File: src/rtl/ascii_byte_parser.sv
// ASCII number parser: turns a decimal ("0".."255") or x-prefixed hex ("x0".."xFF")
// character stream into an 8-bit value with one-cycle valid/error strobes.
//
//   state | meaning
//   ------+--------------------------------------------------------
//   IDLE  | between tokens; terminators are silently ignored
//   DEC   | collecting decimal digits (cnt = digits seen, 1..3)
//   HEX   | prefix seen, collecting hex nibbles (cnt = 0..2)
//   ERR   | token rejected; swallow characters until a terminator
module ascii_byte_parser #(
    parameter int ACCEPT_SPACE = 1
) (
    input  logic       i_clk,
    input  logic       i_rst,
    input  logic       i_rxValid,
    input  logic [7:0] i_rxByte,
    output logic [7:0] o_value,
    output logic       o_valid,
    output logic       o_error,
    output logic       o_busy
);

    typedef enum logic [1:0] {
        IDLE = 2'd0,
        DEC  = 2'd1,
        HEX  = 2'd2,
        ERR  = 2'd3
    } state_t;

    state_t     state_q, state_d;
    logic [9:0] acc_q, acc_d;
    logic [1:0] cnt_q, cnt_d;
    logic [7:0] value_q, value_d;
    logic       valid_q, valid_d;
    logic       error_q, error_d;
    logic       busy_q;

    logic       is_dec;
    logic       is_hex_alpha;
    logic       is_hex;
    logic       is_pfx;
    logic       is_term;
    logic [3:0] nibble;
    logic [9:0] dec_next;

    // Character classification
    always_comb begin
        is_dec       = (i_rxByte >= 8'h30) && (i_rxByte <= 8'h39);
        is_hex_alpha = ((i_rxByte >= 8'h41) && (i_rxByte <= 8'h46)) ||
                       ((i_rxByte >= 8'h61) && (i_rxByte <= 8'h66));
        is_hex       = is_dec || is_hex_alpha;
        is_pfx       = (i_rxByte == 8'h78) || (i_rxByte == 8'h58);
        is_term      = (i_rxByte == 8'h0D) || (i_rxByte == 8'h0A) ||
                       ((ACCEPT_SPACE != 0) && (i_rxByte == 8'h20));
        // 'A'/'a' have low nibble 1, so +9 maps them onto 10..15
        nibble       = is_dec ? i_rxByte[3:0] : (i_rxByte[3:0] + 4'd9);
        // acc never exceeds 99 while cnt < 3, so 10 bits cannot wrap here
        dec_next     = (acc_q * 10'd10) + {6'd0, i_rxByte[3:0]};
    end

    always_comb begin
        state_d = state_q;
        acc_d   = acc_q;
        cnt_d   = cnt_q;
        value_d = value_q;
        valid_d = 1'b0;
        error_d = 1'b0;

        if (i_rxValid) begin
            unique case (state_q)
                IDLE: begin
                    if (is_dec) begin
                        acc_d   = {6'd0, i_rxByte[3:0]};
                        cnt_d   = 2'd1;
                        state_d = DEC;
                    end else if (is_pfx) begin
                        acc_d   = 10'd0;
                        cnt_d   = 2'd0;
                        state_d = HEX;
                    end else if (!is_term) begin
                        state_d = ERR;
                    end
                end

                DEC: begin
                    if (is_dec) begin
                        if ((cnt_q == 2'd3) || (dec_next > 10'd255)) begin
                            state_d = ERR;
                        end else begin
                            acc_d = dec_next;
                            cnt_d = cnt_q + 2'd1;
                        end
                    end else if (is_term) begin
                        value_d = acc_q[7:0];
                        valid_d = 1'b1;
                        state_d = IDLE;
                    end else begin
                        state_d = ERR;
                    end
                end

                HEX: begin
                    if (is_hex) begin
                        if (cnt_q == 2'd2) begin
                            state_d = ERR;
                        end else begin
                            acc_d = {2'd0, acc_q[3:0], nibble};
                            cnt_d = cnt_q + 2'd1;
                        end
                    end else if (is_term) begin
                        if (cnt_q == 2'd0) begin
                            error_d = 1'b1;
                        end else begin
                            value_d = acc_q[7:0];
                            valid_d = 1'b1;
                        end
                        state_d = IDLE;
                    end else begin
                        state_d = ERR;
                    end
                end

                ERR: begin
                    if (is_term) begin
                        error_d = 1'b1;
                        state_d = IDLE;
                    end
                end

                default: state_d = IDLE;
            endcase
        end
    end

    always_ff @(posedge i_clk) begin
        if (i_rst) begin
            state_q <= IDLE;
            acc_q   <= 10'd0;
            cnt_q   <= 2'd0;
            value_q <= 8'h00;
            valid_q <= 1'b0;
            error_q <= 1'b0;
            busy_q  <= 1'b0;
        end else begin
            state_q <= state_d;
            acc_q   <= acc_d;
            cnt_q   <= cnt_d;
            value_q <= value_d;
            valid_q <= valid_d;
            error_q <= error_d;
            busy_q  <= (state_d != IDLE);
        end
    end

    assign o_value = value_q;
    assign o_valid = valid_q;
    assign o_error = error_q;
    assign o_busy  = busy_q;

endmodule

File: config.mk
export PLATFORM = sky130hd
export DESIGN_NAME = ascii_byte_parser
export DESIGN_NICKNAME = d
export VERILOG_FILES = /design/src/rtl/ascii_byte_parser.sv
export SDC_FILE = /design/constraint.sdc
export NUM_CORES = 1
export LEC_CHECK = 0
export CORE_ASPECT_RATIO = 1.4
export CORE_UTILIZATION = 57
export CTS_CLUSTER_SIZE = 30
export DETAILED_ROUTE_END_ITERATION = 16
export PLACE_DENSITY_LB_ADDON = 0.2
export SLEW_MARGIN = 20
export SYNTH_ARGS = -nofsm -noshare
export SYNTH_HDL_FRONTEND = slang
export SYNTH_SLANG_ARGS = --single-unit
File: constraint.sdc
create_clock -name i_clk -period 3.9 [get_ports i_clk]
set_clock_uncertainty 0.1 [all_clocks]
set_input_delay 0.39 -clock i_clk [delete_from_list [all_inputs] [get_ports i_clk]]
set_output_delay 0.39 -clock i_clk [all_outputs]
set_load 0.03 [all_outputs]
## Word-level counts from Yosys, hierarchy flattened

Index checks and enable logic that the tools add are counted.

- Flip-flop bits (word level): 25
- Output and inout port bits: 11

- Equal/unequal tests: 20
- Bitwise operators: 1
- Multipliers: 1
- Multiplexer cells: 42
- Magnitude comparators: 7
- Add/subtract/negate cells: 3
- Reduce and logical (&&, ||, !) cells: 17

Operator list:

| cell | number |
|---|---|
| $mux W10 | 6 |
| $mux W8 | 5 |
| $mux W2 | 16 |
| $pmux W10 S3 | 1 |
| $ne A2 B2 Y1 const B | 9 |
| $eq A8 B4 Y1 const B | 2 |
| $eq A8 B7 Y1 const B | 2 |
| $ge A8 B7 Y1 const B | 2 |
| $le A8 B7 Y1 const B | 2 |
| $pmux W8 S2 | 1 |
| $reduce_and A7 Y1 | 2 |
| $add A10 B4 Y10 | 1 |
| $gt A10 B8 Y1 const B | 1 |
| $mul A10 B3 Y9 const B | 1 |
| $eq A2 B2 Y1 const B | 4 |
| $eq A8 B6 Y1 const B | 1 |
| $ge A8 B6 Y1 const B | 1 |
| $le A8 B6 Y1 const B | 1 |
| $mux W1 | 8 |
| $pmux W2 S4 | 1 |
| $logic_or A1 B1 Y1 | 6 |
| $pmux W2 S3 | 1 |
| $add A4 B4 Y4 const B | 1 |
| $logic_not A2 Y1 | 2 |
| 10 further kinds | 14 |

## Longest topological paths before layout

- Word-level depth: 9
- Gate-level depth with buffers: 11
- Mapped depth without buffers: 10

## Worst setup path before layout

OpenSTA, ideal clock, no wires.

- Path type: register -> register
- Start point: reg acc_q[1]
- End point: reg acc_q[1]
- Required time: 3.672 ns
- Stages on the path, launching flop included: 12
- Setup slack: 0.675 ns
- Path buffers: 1
- Arrival time: 2.997 ns
- Clock period less this slack: 3.225 ns
- Cells stage by stage: dfxtp_1 ha_1 ha_1 fa_1 a211oi_1 o22ai_1 nor4_4 xnor3_1 a31oi_4 buf_6 mux2i_1 nor2_1

- Word-level cells in the longest chain between the ends: 6

RTL lines:

| element | RTL line | source |
|---|---|---|
| start: declaration | 31 | `logic [9:0] acc_q, acc_d;` |
| start signal: assignment | 138 | `acc_q <= 10'd0;` |
| start signal: assignment | 146 | `acc_q <= acc_d;` |
| $mul A10 B3 Y9 | 58 | `dec_next = (acc_q * 10'd10) + {6'd0, i_rxByte[3:0]};` |
| $add A10 B4 Y10 | 58 |  |
| $gt A10 B8 Y1 | 87 | `if ((cnt_q == 2'd3) \|\| (dec_next > 10'd255)) begin` |
| $logic_or A1 B1 Y1 | 87 |  |
| $ne A2 B2 Y1 (no source line) | - |  |
| $reduce_and A7 Y1 (no source line) | - |  |

Every way passes these cells.
A chain may end at the register's enable or synchronous reset.

## Worst setup path in the final report

- Start point: reg acc_q[1]
- End point: reg cnt_q[1]

- Word-level cells in the longest chain between the ends: 6

RTL lines:

| element | RTL line | source |
|---|---|---|
| $mul A10 B3 Y9 | 58 |  |
| $add A10 B4 Y10 | 58 |  |
| $gt A10 B8 Y1 | 87 |  |
| $logic_or A1 B1 Y1 | 87 |  |
| $ne A2 B2 Y1 (no source line) | - |  |
| $reduce_and A7 Y1 (no source line) | - |  |
| end signal: assignment | 147 | `cnt_q <= cnt_d;` |
| end: declaration | 32 | `logic [1:0] cnt_q, cnt_d;` |

Every way passes these cells.

==> Implementation_results.wiki <==
{| class="wikitable"
! Metric !! Value
|-
| Run status || complete, no violations
|-
| Worst R2R Setup Slack || 0.25 ns
|-
| Ys Warns || 0
|-
| Setup repair after global routing missed its margin || false
|-
| Tightest Hold Check Type || flip-flop to flip-flop
|-
| Cell seen most often among critical-path stages || sky130_fd_sc_hd__ha_1
|-
| Number of resized instances in the post-cts repair step || 0
|-
| Category of the critical setup timing path || flip-flop to flip-flop
|-
| Via count of the first global-routing pass || 1,652
|-
| Worst setup path endpoint || cnt_q[1]
|-
| DRT Pass-1 Iters || 4
|-
| Post-CTS setup-driven buffer insertion count || 0
|-
| Critical Path RT || 3.98 ns
|-
| Wire length on met2 || 2.46 mm
|-
| Total gr overflow || 0
|-
| Maximum capacitance violations || 0
|-
| Clock-pin transition on the worst setup and hold timing paths || 0.08 ns
|-
| Routed length on met3 || 107 um
|-
| Largest net degree at the start of global routing || 26
|-
| Reg area || 480 um2
|-
| Worst slack at placement || 0.347 ns
|-
| Maximum number of buffers from clock root to sink || 2
|-
| Average vias per placed instance || 6.03
|-
| Static Leakage || 1.04 nW
|-
| Syn Inst Count || 231
|-
| Summed negative setup slack over all endpoints || 0 ns
|-
| Max-slew violation total from the final report || 0
|-
| Count of inserted antenna diode cells || 0
|-
| Biggest fanout along the worst timing path || 17
|-
| Peak supply drop || 334 uV
|-
| Area of combinational cells with multiple inputs || 1430 um2
|-
| Power after layout || 0.000687 W
|-
| Routed length per instance || 15.6 um
|-
| CTS Hold Buffers Added || 0
|-
| Slew headroom || 41.4%
|-
| Worst-Margin Slew || 0.876 ns
|-
| CP Capture Type || flip-flop
|-
| Total number of nets in the final design || 294
|-
| Cells along the critical path || ha_1, ha_1, fa_1, a211oi_1, o22ai_1, nor4_4, xnor3_1, a31oi_4, mux2_2, nor2_1
|-
| Clock insertion delay at the later pin of the skew report || 0.26 ns
|-
| Hold Violations, Final || 0
|-
| Most used standard cell by instance count after synthesis || sky130_fd_sc_hd__nor2_1
|-
| Logic depth of the worst path, buffers included || 10
|-
| Cell area after technology mapping || 2000 um2
|-
| Type of origin of the critical path || flip-flop
|-
| Routed Antenna Nets || 0
|-
| FMAX || 274 MHz
|-
| Cell chosen for the clock root || sky130_fd_sc_hd__clkbuf_8
|-
| Share of cells above drive strength 1 || 8.66%
|-
| Port bufs || 21
|-
| Endpoint of the worst-slack reg-to-reg timing path || cnt_q[1]
|-
| HP Start || acc_q[7]
|-
| Number of CTS-inserted buffers || 3
|-
| Proportion of synthesized flip-flops having asynchronous set or reset || 0%
|-
| Total routing resource utilization after global routing || 26.6%
|-
| Critical path launch point || acc_q[1]
|-
| Dominant cells by area after synthesis || sky130_fd_sc_hd__dfxtp_1, sky130_fd_sc_hd__ha_1, sky130_fd_sc_hd__mux2i_1
|-
| Final period demand of the worst path || 3.65 ns
|-
| Post-detailed-placement half-perimeter wirelength || 3.44 mm
|-
| Die extent in x || 52.1 um
|-
| TritonCTS clock tree || built
|-
| Mean instance size in the synthesized netlist || 8.68 um2
|-
| Critical register-to-register path startpoint || acc_q[1]
|-
| Row count || 25
|-
| Layout fillers || 294
|-
| Initial cell density of the core || 59.3%
|-
| Top routing layer in use || met4
|-
| Slowest stage delay, CP || 0.47 ns
|-
| Number of I/O pins || 22
|-
| Global-route wire length before repair || 7.53 mm
|-
| Power per cell area || 293 nW/um2
|-
| Critical-path top delay cell || sky130_fd_sc_hd__a31oi_4
|-
| Die Outline Area || 3760 um2
|-
| Number of remaining DRC errors || 0
|-
| CP delay by family, top || compound AO/OA/AOI/OAI gates
|-
| TritonCTS Sinks || 24
|-
| Proportion of synthesized chip area in sequential cells || 24.0%
|-
| Wl on met1 || 1.87 mm
|-
| Cell variety after synth || 57
|-
| Die Span Y || 72.2 um
|-
| GPL Wtd Cong || 0.929
|-
| Share of the clock period used by the worst path || 93.6%
|-
| Post-synth top cells || sky130_fd_sc_hd__nor2_1, sky130_fd_sc_hd__ha_1, sky130_fd_sc_hd__dfxtp_1, sky130_fd_sc_hd__inv_1, sky130_fd_sc_hd__nand2_1
|-
| Post-synthesis net count || 270
|-
| Aggregate routed wire length || 4.59 mm
|-
| Data arrival at the endpoint of the critical path || 3.73 ns
|-
| Final setup margin || 0.250 ns
|-
| Number of antenna violations at the first check in global routing || 0
|-
| Core area || 3380 um2
|-
| Iteration-0 DRC count of the detailed router || 60
|-
| Post-synthesis to final-layout area growth || 17.0%
|-
| Number of synthesized flops with an enable pin || 0
|-
| Worst path buffer plus inverter count || 0
|-
| Yosys top cell area share || 24.0%
|-
| Final setup viols || 0
|-
| Via count || 1,774
|-
| Depth of the worst register-to-register path || 10
|-
| Number of levels the H-tree was split into || 1
|-
| Library cell occupying the most area in the post-synthesis netlist || sky130_fd_sc_hd__dfxtp_1
|-
| Most used flip-flop cell after synthesis || sky130_fd_sc_hd__dfxtp_1
|-
| Flops & latches, synth || 24
|}
==> worst min-delay path by stage <==
stage / cells past startpoint / slack, ns / to
floorplan: 2 / 0.35 / acc_q[7]
global placement: 2 / 0.37 / o_value[2]
detailed placement: 2 / 0.39 / o_value[5]
CTS: 2 / 0.41 / o_value[5]
global route: 2 / 0.42 / acc_q[7]
finish: 2 / 0.40 / acc_q[7]
==> sequential cells by signal, indices dropped and copies added (netlist names) <==
register	count
state_q	2
o_valid	1
o_error	1
o_value	8
acc_q	9
cnt_q	2
o_busy	1
==> placed cells by master, fill, tap and decap left out, types with 3 or more instances in the layout <==
cell type | netlist | routed
sky130_fd_sc_hd__nor2_1 | 27 | 27
sky130_fd_sc_hd__ha_1 | 26 | 26
sky130_fd_sc_hd__clkbuf_8 | 0 | 3
sky130_fd_sc_hd__buf_4 | 0 | 7
sky130_fd_sc_hd__a21oi_1 | 13 | 13
sky130_fd_sc_hd__xnor2_1 | 6 | 6
sky130_fd_sc_hd__a21o_1 | 4 | 4
sky130_fd_sc_hd__o211ai_1 | 3 | 3
sky130_fd_sc_hd__or3b_1 | 3 | 3
sky130_fd_sc_hd__inv_1 | 15 | 15
sky130_fd_sc_hd__dfxtp_1 | 24 | 24
sky130_fd_sc_hd__a22oi_1 | 4 | 4
sky130_fd_sc_hd__mux2i_1 | 11 | 11
sky130_fd_sc_hd__nand2_1 | 14 | 14
sky130_fd_sc_hd__a211oi_1 | 5 | 5
sky130_fd_sc_hd__o21ai_0 | 10 | 10
sky130_fd_sc_hd__clkdlybuf4s50_1 | 0 | 21
sky130_fd_sc_hd__nor3_1 | 5 | 5
sky130_fd_sc_hd__nor4_1 | 3 | 3
==> layout make-up <==
| type | instances | area share, % |
|---|---|---|
| Clock inverter | 1 | 1.28 |
| Inverter | 15 | 2.40 |
| Sequential cell | 24 | 20.5 |
| Tap cell | 40 | 2.13 |
| Multi-Input combinational cell | 183 | 60.7 |
| Timing Repair Buffer | 28 | 11.2 |
| Clock buffer | 3 | 1.76 |
==> layer usage <==
layer,global-route usage (%),up-vias
li1,-,895
met1,29.5,831
met2,49.9,38
met3,3.98,10
met4,8.41,0
met5,0,-
==> worst min-delay path, delay by kind of cell (launching register included) <==
family | cells | cell delay (ns)
AOI/OAI and AO/OA | 1 | 0.05
DFF | 1 | 0.34
and+or+nand+nor | 1 | 0.06
==> report_power, final <==
part / total (W) / leakage, nW / switching, W / internal, W
logic: 0.000208 / 0.811 / 0.000123 / 0.0000845
registers: 0.000264 / 0.194 / 0.00000938 / 0.000255
clock network: 0.000215 / 0.0357 / 0.0000776 / 0.000137
total: 0.000687 / 1.04 / 0.000210 / 0.000476
==> kinds of logic (layout without fill, tap and decap cells) <==
logic type	after synthesis	count (layout)	synth area share, %
AND/OR/NAND/NOR	71	71	19.2
AO/OA/AOI/OAI	62	62	22.0
adder cells (fa/ha/maj)	28	28	18.2
flip-flops	24	24	24.0
buffers and inverters	24	47	4.93
multiplexers	13	13	6.62
XOR/XNOR	9	9	4.99
==> per-stage QoR <==
stage / hold WS (ns) / area (um2) / std cells / util, %
after floorplan: 0.352 / 2000 / 231 / -
after global placement: 0.368 / 2270 / 290 / 67.3
after detailed placement: 0.387 / 2270 / 290 / 67.3
after CTS: 0.410 / 2350 / 294 / 69.4
after global routing: 0.420 / 2350 / 294 / 69.4
final: 0.399 / 2350 / 294 / 69.4
No activity file was read; power rests on OpenSTA's default activity.
